**config.mk**
```make
export PLATFORM = sky130hd
export DESIGN_NAME = pow_rad_unit
export DESIGN_NICKNAME = d
export VERILOG_FILES = /design/src/rtl/pow_rad_pkg.sv /design/src/rtl/pow_rad_unit_mul_trunc.sv /design/src/rtl/pow_rad_unit.sv
export SDC_FILE = /design/constraint.sdc
export NUM_CORES = 1
export LEC_CHECK = 0
export ABC_AREA = 1
export BUFFER_PORTS_ARGS = -buffer_cell sky130_fd_sc_hd__buf_4
export CAP_MARGIN = 20
export CORE_ASPECT_RATIO = 1.2
export CORE_UTILIZATION = 39
export CTS_CLUSTER_SIZE = 16
export DETAILED_ROUTE_END_ITERATION = 6
export GPL_ROUTABILITY_DRIVEN = 0
export PLACE_DENSITY_LB_ADDON = 0.3
export SLEW_MARGIN = 20
export SYNTH_ARGS = -nofsm -noshare
export SYNTH_HDL_FRONTEND = slang
export SYNTH_SLANG_ARGS = --single-unit
export TNS_END_PERCENT = 1
```
**constraint.sdc**
```tcl
create_clock -name clk -period 9.26 [get_ports clk]
set_input_delay 2.778 -clock clk [delete_from_list [all_inputs] [get_ports clk]]
set_output_delay 2.778 -clock clk [all_outputs]
set_load 0.01 [all_outputs]
```
**src/rtl/pow_rad_pkg.sv**
```systemverilog
// Shared opsel encodings for the ALU and the multi-cycle pow/rad unit.
package pow_rad_pkg;

    localparam logic [4:0] ALU_ADD = 5'd1;
    localparam logic [4:0] ALU_SUB = 5'd2;
    localparam logic [4:0] ALU_POW = 5'd20;
    localparam logic [4:0] ALU_RAD = 5'd21;

    function automatic logic is_multi(input logic [4:0] op);
        return (op == ALU_POW) || (op == ALU_RAD);
    endfunction

endpackage

```
**src/rtl/pow_rad_unit_mul_trunc.sv**
```systemverilog
// Combinational WIDTHxWIDTH multiply keeping the low WIDTH bits.
module pow_rad_unit_mul_trunc #(
    parameter int WIDTH = 16
) (
    input  logic [WIDTH-1:0] a,
    input  logic [WIDTH-1:0] b,
    output logic [WIDTH-1:0] lo,
    output logic             ovf
);

    logic [2*WIDTH-1:0] prod;

    assign prod = {{WIDTH{1'b0}}, a} * {{WIDTH{1'b0}}, b};
    assign lo   = prod[WIDTH-1:0];
    assign ovf  = |prod[2*WIDTH-1:WIDTH];

endmodule

```
**src/rtl/pow_rad_unit.sv**
```systemverilog
// Multi-cycle power / integer square root unit; ready doubles as loadPC.
module pow_rad_unit
    import pow_rad_pkg::*;
#(
    parameter int WIDTH = 16
) (
    input  logic             clk,
    input  logic             rst,
    input  logic [4:0]       opsel,
    input  logic [WIDTH-1:0] srcA,
    input  logic [WIDTH-1:0] srcB,
    output logic             ready,
    output logic             busy,
    output logic [WIDTH-1:0] result,
    output logic [3:0]       flags
);

    localparam int CW = $clog2(WIDTH) + 1;

    typedef enum logic [1:0] {
        IDLE = 2'd0,
        CALC = 2'd1,
        DONE = 2'd2
    } state_t;

    state_t           state;
    logic             is_pow;
    logic             ovf;
    logic [CW-1:0]    cnt;
    logic [WIDTH-1:0] a_q;
    logic [WIDTH-1:0] sh;
    logic [WIDTH-1:0] acc;
    logic [WIDTH-1:0] rem;
    logic [WIDTH-1:0] root;

    logic             start;
    logic [WIDTH-1:0] sq;
    logic [WIDTH-1:0] mp;
    logic             sq_ovf;
    logic             mp_ovf;
    logic [WIDTH-1:0] rem_sh;
    logic [WIDTH-1:0] trial;
    logic [WIDTH-1:0] acc_nxt;
    logic [WIDTH-1:0] rem_nxt;
    logic [WIDTH-1:0] root_nxt;
    logic             ovf_nxt;
    logic [WIDTH-1:0] res_nxt;

    assign start = is_multi(opsel);

    pow_rad_unit_mul_trunc #(.WIDTH(WIDTH)) u_sq (
        .a   (acc),
        .b   (acc),
        .lo  (sq),
        .ovf (sq_ovf)
    );

    pow_rad_unit_mul_trunc #(.WIDTH(WIDTH)) u_mp (
        .a   (sq),
        .b   (a_q),
        .lo  (mp),
        .ovf (mp_ovf)
    );

    // sh holds the exponent (POW) or radicand (RAD), consumed MSB first
    assign rem_sh = {rem[WIDTH-3:0], sh[WIDTH-1:WIDTH-2]};
    assign trial  = {root[WIDTH-3:0], 2'b01};

    always_comb begin
        acc_nxt  = sq;
        ovf_nxt  = ovf | sq_ovf;
        rem_nxt  = rem_sh;
        root_nxt = {root[WIDTH-2:0], 1'b0};
        if (sh[WIDTH-1]) begin
            acc_nxt = mp;
            ovf_nxt = ovf | sq_ovf | mp_ovf;
        end
        if (rem_sh >= trial) begin
            rem_nxt  = rem_sh - trial;
            root_nxt = {root[WIDTH-2:0], 1'b1};
        end
        res_nxt = is_pow ? acc_nxt : root_nxt;
    end

    always_ff @(posedge clk) begin
        if (rst) begin
            state  <= IDLE;
            is_pow <= 1'b0;
            ovf    <= 1'b0;
            cnt    <= '0;
            a_q    <= '0;
            sh     <= '0;
            acc    <= '0;
            rem    <= '0;
            root   <= '0;
            flags  <= 4'b0000;
        end else begin
            case (state)
                IDLE: begin
                    if (start) begin
                        is_pow <= (opsel == ALU_POW);
                        a_q    <= srcA;
                        sh     <= (opsel == ALU_POW) ? srcB : srcA;
                        acc    <= WIDTH'(1);
                        rem    <= '0;
                        root   <= '0;
                        ovf    <= 1'b0;
                        cnt    <= (opsel == ALU_POW) ? CW'(WIDTH)
                                                     : CW'(WIDTH / 2);
                        state  <= CALC;
                    end
                end
                CALC: begin
                    cnt <= cnt - CW'(1);
                    if (is_pow) begin
                        sh  <= sh << 1;
                        acc <= acc_nxt;
                        ovf <= ovf_nxt;
                    end else begin
                        sh   <= sh << 2;
                        rem  <= rem_nxt;
                        root <= root_nxt;
                    end
                    // flags become visible together with the DONE result
                    if (cnt == CW'(1)) begin
                        state <= DONE;
                        flags <= {res_nxt == '0, res_nxt[WIDTH-1],
                                  is_pow & ovf_nxt, is_pow & ovf_nxt};
                    end
                end
                DONE:    state <= IDLE;
                default: state <= IDLE;
            endcase
        end
    end

    always_comb begin
        ready  = 1'b1;
        busy   = 1'b0;
        result = srcA;
        case (state)
            IDLE: begin
                ready = ~start;
                busy  = start;
            end
            CALC: begin
                ready  = 1'b0;
                busy   = 1'b1;
                result = a_q;
            end
            DONE:    result = is_pow ? acc : root;
            default: result = srcA;
        endcase
    end

endmodule

```
## Yosys cells after proc, flatten, opt, wreduce, memory -nomap -nowiden

Index checks and enable logic that the tools add are counted.

| word-level totals | value |
|---|---|
| bits in registers | 91 |

| operators by class | value |
|---|---|
| $mul | 2 |
| muxes and demuxes | 30 |
| equality and inequality tests | 9 |
| order comparisons | 1 |
| add/subtract/negate cells | 2 |
| bitwise logic cells | 4 |
| reduce and logical (&&, ||, !) cells | 12 |

Operator list:

| cell | count |
|---|---|
| 2-to-1 mux 16 bit | 10 |
| one-hot mux 16 bit (2 select lines) | 4 |
| multiplier 16 x 16 -> 32 bit | 2 |
| OR reduction 16 bit | 2 |
| 2-to-1 mux 14 bit | 2 |
| one-hot mux 14 bit (2 select lines) | 1 |
| greater-or-equal comparator 16 bit | 1 |
| zero test 16 bit | 1 |
| subtractor 14 bit | 1 |
| equality test 5 bit, second input constant | 2 |
| 2-to-1 mux 5 bit | 2 |
| one-hot mux 5 bit (2 select lines) | 1 |
| != test 2 bit, second input constant | 4 |
| AND reduction 2 bit | 4 |
| one-hot mux 1 bit (2 select lines) | 3 |
| AND reduction 3 bit | 2 |
| equality test 5 x 1 -> 1 bit, second input constant | 1 |
| subtractor 5 x 1 -> 5 bit, second input constant | 1 |
| 2-to-1 mux 1 bit | 4 |
| 2-to-1 mux 2 bit | 2 |
| one-hot mux 2 bit (2 select lines) | 1 |
| equality test 2 x 1 -> 1 bit, second input constant | 1 |
| equality test 2 bit, second input constant | 1 |
| zero test 2 bit | 1 |
| other kinds (5) | 6 |

## Logic depth before layout (Yosys ltp)

| depth | value |
|---|---|
| depth after elaboration | 7 |
| depth in mapped cells | 59 |
| depth with buffers taken out | 56 |

## Modules after synthesis

A second synthesis with hierarchy kept.

| unflattened totals | value |
|---|---|
| cell total of the unflattened synthesis | 3551 |
| area, all modules | 24298.3 um^2 |

By module, submodules not included:

| module | area each (um^2) | times used | cells each |
|---|---|---|---|
| pow_rad_unit_mul_trunc (u_sq) | 9328.9 | 1 | 1337 |
| pow_rad_unit_mul_trunc (u_mp) | 9293.9 | 1 | 1335 |
| pow_rad_unit | 5675.4 | 1 | 879 |

## Worst setup path after synthesis

No wires, ideal clock.

| timing | value |
|---|---|
| path type | reg-to-reg |
| start point | register acc[8] |
| end point | register flags[1] |
| setup slack | -0.878 ns |
| path buffers | 3 |
| arrival time | 10.006 ns |
| setup time | 0.132 ns |
| cell stages (with the launch flop) | 50 |
| cell sequence | dfxtp_1 clkbuf_1 clkbuf_1 nand2_1 fa_1 fa_1 fa_1 inv_1 fa_1 inv_1 fa_1 fa_1 inv_1 ha_1 nand2_2 nor2_2 inv_2 nor2_4 (+14 left out) inv_1 ha_1 nand2_1 nor2_1 inv_1 nor2_1 and2_1 nand2_1 nand3_1 nand2_1 inv_1 nand2_1 nor2_1 nand2_1 nand2_1 nand2_1 nand2_1 a21oi_1 |

| on the way | value |
|---|---|
| longest elaborated chain between the ends | 6 |
| elaborated cells between the ends (all ways) | 8 |
| classes of those cells | 2 x mul; 1 x mux; 3 x bitwise; 2 x reduce/logical |

RTL lines:

| what | line | RTL |
|---|---|---|
| start: declaration | pow_rad_unit.sv:32 | `logic [WIDTH-1:0] acc;` |
| start signal: assignment | pow_rad_unit.sv:117 | `acc <= acc_nxt;` |
| multiplier 16 x 16 -> 32 bit * | pow_rad_unit_mul_trunc.sv:13 | `assign prod = {{WIDTH{1'b0}}, a} * {{WIDTH{1'b0}}, b};` |
| multiplier 16 x 16 -> 32 bit or OR reduction 16 bit (tied branches) | pow_rad_unit_mul_trunc.sv:13, pow_rad_unit_mul_trunc.sv:15 |  |
| OR reduction 16 bit or bitwise OR 1 bit (tied branches) | pow_rad_unit_mul_trunc.sv:15, pow_rad_unit.sv:71, pow_rad_unit.sv:76 |  |
| bitwise OR 1 bit | pow_rad_unit.sv:76 | `ovf_nxt = ovf \| sq_ovf \| mp_ovf;` |
| 2-to-1 mux 1 bit * | pow_rad_unit.sv:74 | `if (sh[WIDTH-1]) begin` |
| bitwise AND 1 bit * | pow_rad_unit.sv:128 | `is_pow & ovf_nxt, is_pow & ovf_nxt};` |
| end signal: assignment | pow_rad_unit.sv:127 | `flags <= {res_nxt == '0, res_nxt[WIDTH-1],` |
| end: declaration | pow_rad_unit.sv:15 | `output logic [3:0] flags` |

Mark *: on every way between the ends. The rest lies on a longest branch, timed or not.
A chain may end at the register's enable or synchronous reset.

## Final worst setup path

| timing | value |
|---|---|
| start point | register acc[10] |
| end point | register ovf |

| on the way | value |
|---|---|
| longest elaborated chain between the ends | 7 |
| elaborated cells between the ends (all ways) | 9 |
| classes of those cells | 2 x mul; 3 x mux; 2 x bitwise; 2 x reduce/logical |

RTL lines:

| what | line | RTL |
|---|---|---|
| multiplier 16 x 16 -> 32 bit * | pow_rad_unit_mul_trunc.sv:13 |  |
| multiplier 16 x 16 -> 32 bit or OR reduction 16 bit (tied branches) | pow_rad_unit_mul_trunc.sv:13, pow_rad_unit_mul_trunc.sv:15 |  |
| OR reduction 16 bit or bitwise OR 1 bit (tied branches) | pow_rad_unit_mul_trunc.sv:15, pow_rad_unit.sv:71, pow_rad_unit.sv:76 |  |
| bitwise OR 1 bit | pow_rad_unit.sv:76 |  |
| 2-to-1 mux 1 bit * | pow_rad_unit.sv:74 |  |
| 2-to-1 mux 1 bit * | pow_rad_unit.sv:115 | `if (is_pow) begin` |
| one-hot mux 1 bit (2 select lines) * | pow_rad_unit.sv:98 | `case (state)` |
| end signal: assignment | pow_rad_unit.sv:118 | `ovf <= ovf_nxt;` |
| end: declaration | pow_rad_unit.sv:28 | `logic ovf;` |

Mark *: on every way between the ends. The rest lies on a longest branch, timed or not. The select of a mux whose other input is x is not followed.

==> impl_summary.log <==
[metrics] worst setup slack after layout: -947 ps
[metrics] Hold Buf Count CTS: 0
[metrics] final slew viol count: 0
[metrics] instance area after placement: 25100 µm²
[metrics] total of max-cap violations: 0
[metrics] global-route total usage across every layer: 24.2%
[metrics] maximum number of pins on one net before global-route repair: 66
[metrics] DRC violation count after routing: 0
[metrics] peak fanout along the critical path: 4
[metrics] 1st-iter DRT viols: 1282
[metrics] outcome: complete, but fails checks
[metrics] cell count after synthesis: 3157
[metrics] net count of the finished layout: 4019
[metrics] Hold Path Depth: 2
[metrics] Core Box Area: 56100 µm²
[metrics] global-route wire length before repair: 109 mm
[metrics] worst r2r dst: ovf
[metrics] min Tclk post-route: 10210 ps
[metrics] top-level port count: 61
[metrics] Worst EP arrival: 10420 ps
[metrics] RSZ-0062 raised after global routing: true
[metrics] count of endpoints failing hold in the final timing report: 0
[metrics] Design Power: 2.39 mW
[metrics] actual slew at the worst max-slew pin: 1060 ps
[metrics] TritonRoute pass-1 iters: 6
[metrics] routed length per instance: 16.4 µm
[metrics] antenna violations before repair: 0
[metrics] critical path startpoint: acc[10]
[metrics] die extent in x: 220 µm
[metrics] worst min-delay path category: reg2reg
[metrics] number of nets in the synthesized netlist: 3768
[metrics] drt via density: 4.95
[metrics] sequential fraction of the synthesis area: 8.14%
[metrics] critical path data required time: 9470 ps
[metrics] H-tree level count: 3
[metrics] kind of critical path: reg2reg
[metrics] relative area change from synthesis to final layout: 18.4%
[metrics] capture point of the worst path: ovf
[metrics] kind of launch point of the worst setup path: flip-flop
[metrics] total setup violations reported at the end of the flow: 9
[metrics] fraction of layout instances using a drive strength above 1: 15.4%
[metrics] clock latency on the worst-skew pair: 370 ps
[metrics] post-route core utilization: 46.7%
[metrics] Worst path most repeated cell: sky130_fd_sc_hd__buf_4
[metrics] period utilization: 110%
[metrics] height of the die: 263 µm
[metrics] Inserted Clock Buffers: 9
[metrics] input/output buffers: 60
[metrics] FFs w/ async S/R, synth: 0%
[metrics] sum of overflow across all layers after global routing: 0
[metrics] cell at the root of the clock tree: sky130_fd_sc_hd__clkbuf_16
[metrics] clock sink count: 90
[metrics] endpoint type of the worst setup path: flip-flop
[metrics] number of unique standard cell types used by synthesis: 52
[metrics] via count: 20476
[metrics] worst vdd ir: 0.194 mV
[metrics] area of the die: 57700 µm²
[metrics] number of inserted diodes: 0
[metrics] post-placement setup slack: -1310 ps
[metrics] R2R depth: 68
[metrics] cell row count: 95
[metrics] Syn Std Cell Area: 22100 µm²
[metrics] leak pwr: 14.0 nW
[metrics] relative slew slack: 29.5%
[metrics] peak clock frequency supported by timing: 98.0 MHz
[metrics] number of routed nets with antenna violations: 0
[metrics] Bufs on Longest Clock Path: 2
[metrics] CTS tree: built
[metrics] count of yosys warnings during synthesis: 0
[metrics] crit-path max cell delay: 510 ps
[metrics] most common library cell in the layout ignoring fill and taps: sky130_fd_sc_hd__inv_1
[metrics] main flop type after synthesis: sky130_fd_sc_hd__dfxtp_1
[metrics] Avg Inst Size Synth: 7.01 µm²
[metrics] ratio of total power to cell area: 91.0 nW/µm²
[metrics] final routed wirelength across all metal layers: 67.7 mm
[metrics] total non-filler cell area in the finished layout: 26200 µm²
[metrics] Total Negative Setup Slacks: -5410 ps
[metrics] final clock skew: 11.1 ps
[metrics] flip-flop and latch count after synthesis: 90
[metrics] violated checks: negative setup slack
[metrics] post-detailed-placement half-perimeter wirelength: 55.3 mm
[metrics] worst-case register-to-register setup slack: -950 ps
[metrics] EDFF count, synth: 0
[metrics] clock-pin slew reported for the worst setup and hold paths after clock tree synthesis: 80 ps
[metrics] commonest cells after routing, fill and taps aside: sky130_fd_sc_hd__inv_1 (812), sky130_fd_sc_hd__nand2_1 (763), sky130_fd_sc_hd__fa_1 (339)
[metrics] origin of the critical flop-to-flop path: acc[10]
[metrics] initial core utilization: 39.5%
[metrics] number of global-route vias before repair: 21079
[metrics] worst-path cell with the longest stage delay: sky130_fd_sc_hd__fa_1
==> worst max-delay path: cells and delay by family (launching register included) <==
| kind | cells | cell delay (ps) |
|---|---|---|
| compound gates | 2 | 220 |
| flops | 1 | 360 |
| simple gates | 14 | 1190 |
| fa+ha+maj | 7 | 3250 |
| buf+inv | 45 | 5020 |
==> power by group <==
group	internal [mW]	switching (mW)
logic	0.487	0.989
clock network	0.192	0.196
registers	0.458	0.0648
==> state kept, by name, summed over array words and instances, names as in the netlist <==
register / cells
ovf: 1
is_pow: 1
state: 2
flags: 3
rem: 14
a_q: 16
acc: 16
cnt: 5
root: 16
sh: 16
==> area by class of cell <==
type,instances,area (µm²)
fill,5779,29900
multi-input combinational,2114,17300
inverter,845,3190
tap,727,910
sequential,90,1830
clock inverter,7,78.8
timing repair buffer,348,2700
clock buffer,9,225
==> cell families (layout without fill, tap and decap cells) <==
family                   Yosys count  count (layout)  share of synthesized area (%)
XOR/XNOR                          40              40                           1.90
flip-flops                        90              90                           8.14
adder cells (fa/ha/maj)          572             572                           44.0
AO/OA/AOI/OAI                    308             308                           8.14
buffers and inverters            953            1209                           16.3
AND/OR/NAND/NOR                 1194            1194                           21.6
==> Yosys cell counts, drive strengths merged (20+ instances only) <==
cell type	instances	area, µm²
o21ai	71	359
fa	343	6870
xor2	26	280
dfxtp	90	1800
clkbuf	88	330
nor2	244	938
inv	839	3150
nand2	809	3050
a21oi	144	728
nand4	21	131
buf	20	103
nand3	88	455
ha	229	2870
==> metal layers <==
layer	GRT usage, %	wire [µm]	vias to the layer above
met5	0	0	-
met1	29.6	27100	9868
met2	43.3	34400	588
li1	-	-	9856
met4	9.93	3010	0
met3	1.94	3170	164
==> how the worst min path moves through the flow <==
stage                     endpoint      from  slack, ps
final                     root[15]  root[15]        470
after global routing       rem[13]   rem[13]        490
after CTS                 root[15]  root[15]        470
after detailed placement  root[15]  root[15]        460
after global placement    root[15]  root[15]        460
after floorplan           root[15]  root[15]        440
==> per-stage QoR <==
stage / cells / hold WS, ps
after CTS: 4133 / 469
final: 4140 / 472
after detailed placement: 4061 / 460
after global routing: 4140 / 490
after floorplan: 3157 / 441
after global placement: 4061 / 456
==> repair_timing <==
action | CTS | global route
endpoints found under the setup margin | 10 | 11
gates cloned | 0 | 0
pin swaps | 63 | 29
setup buffers | 56 | 7
resized for setup | 75 | 25
Note: power is estimated with default switching activity, not from simulation.
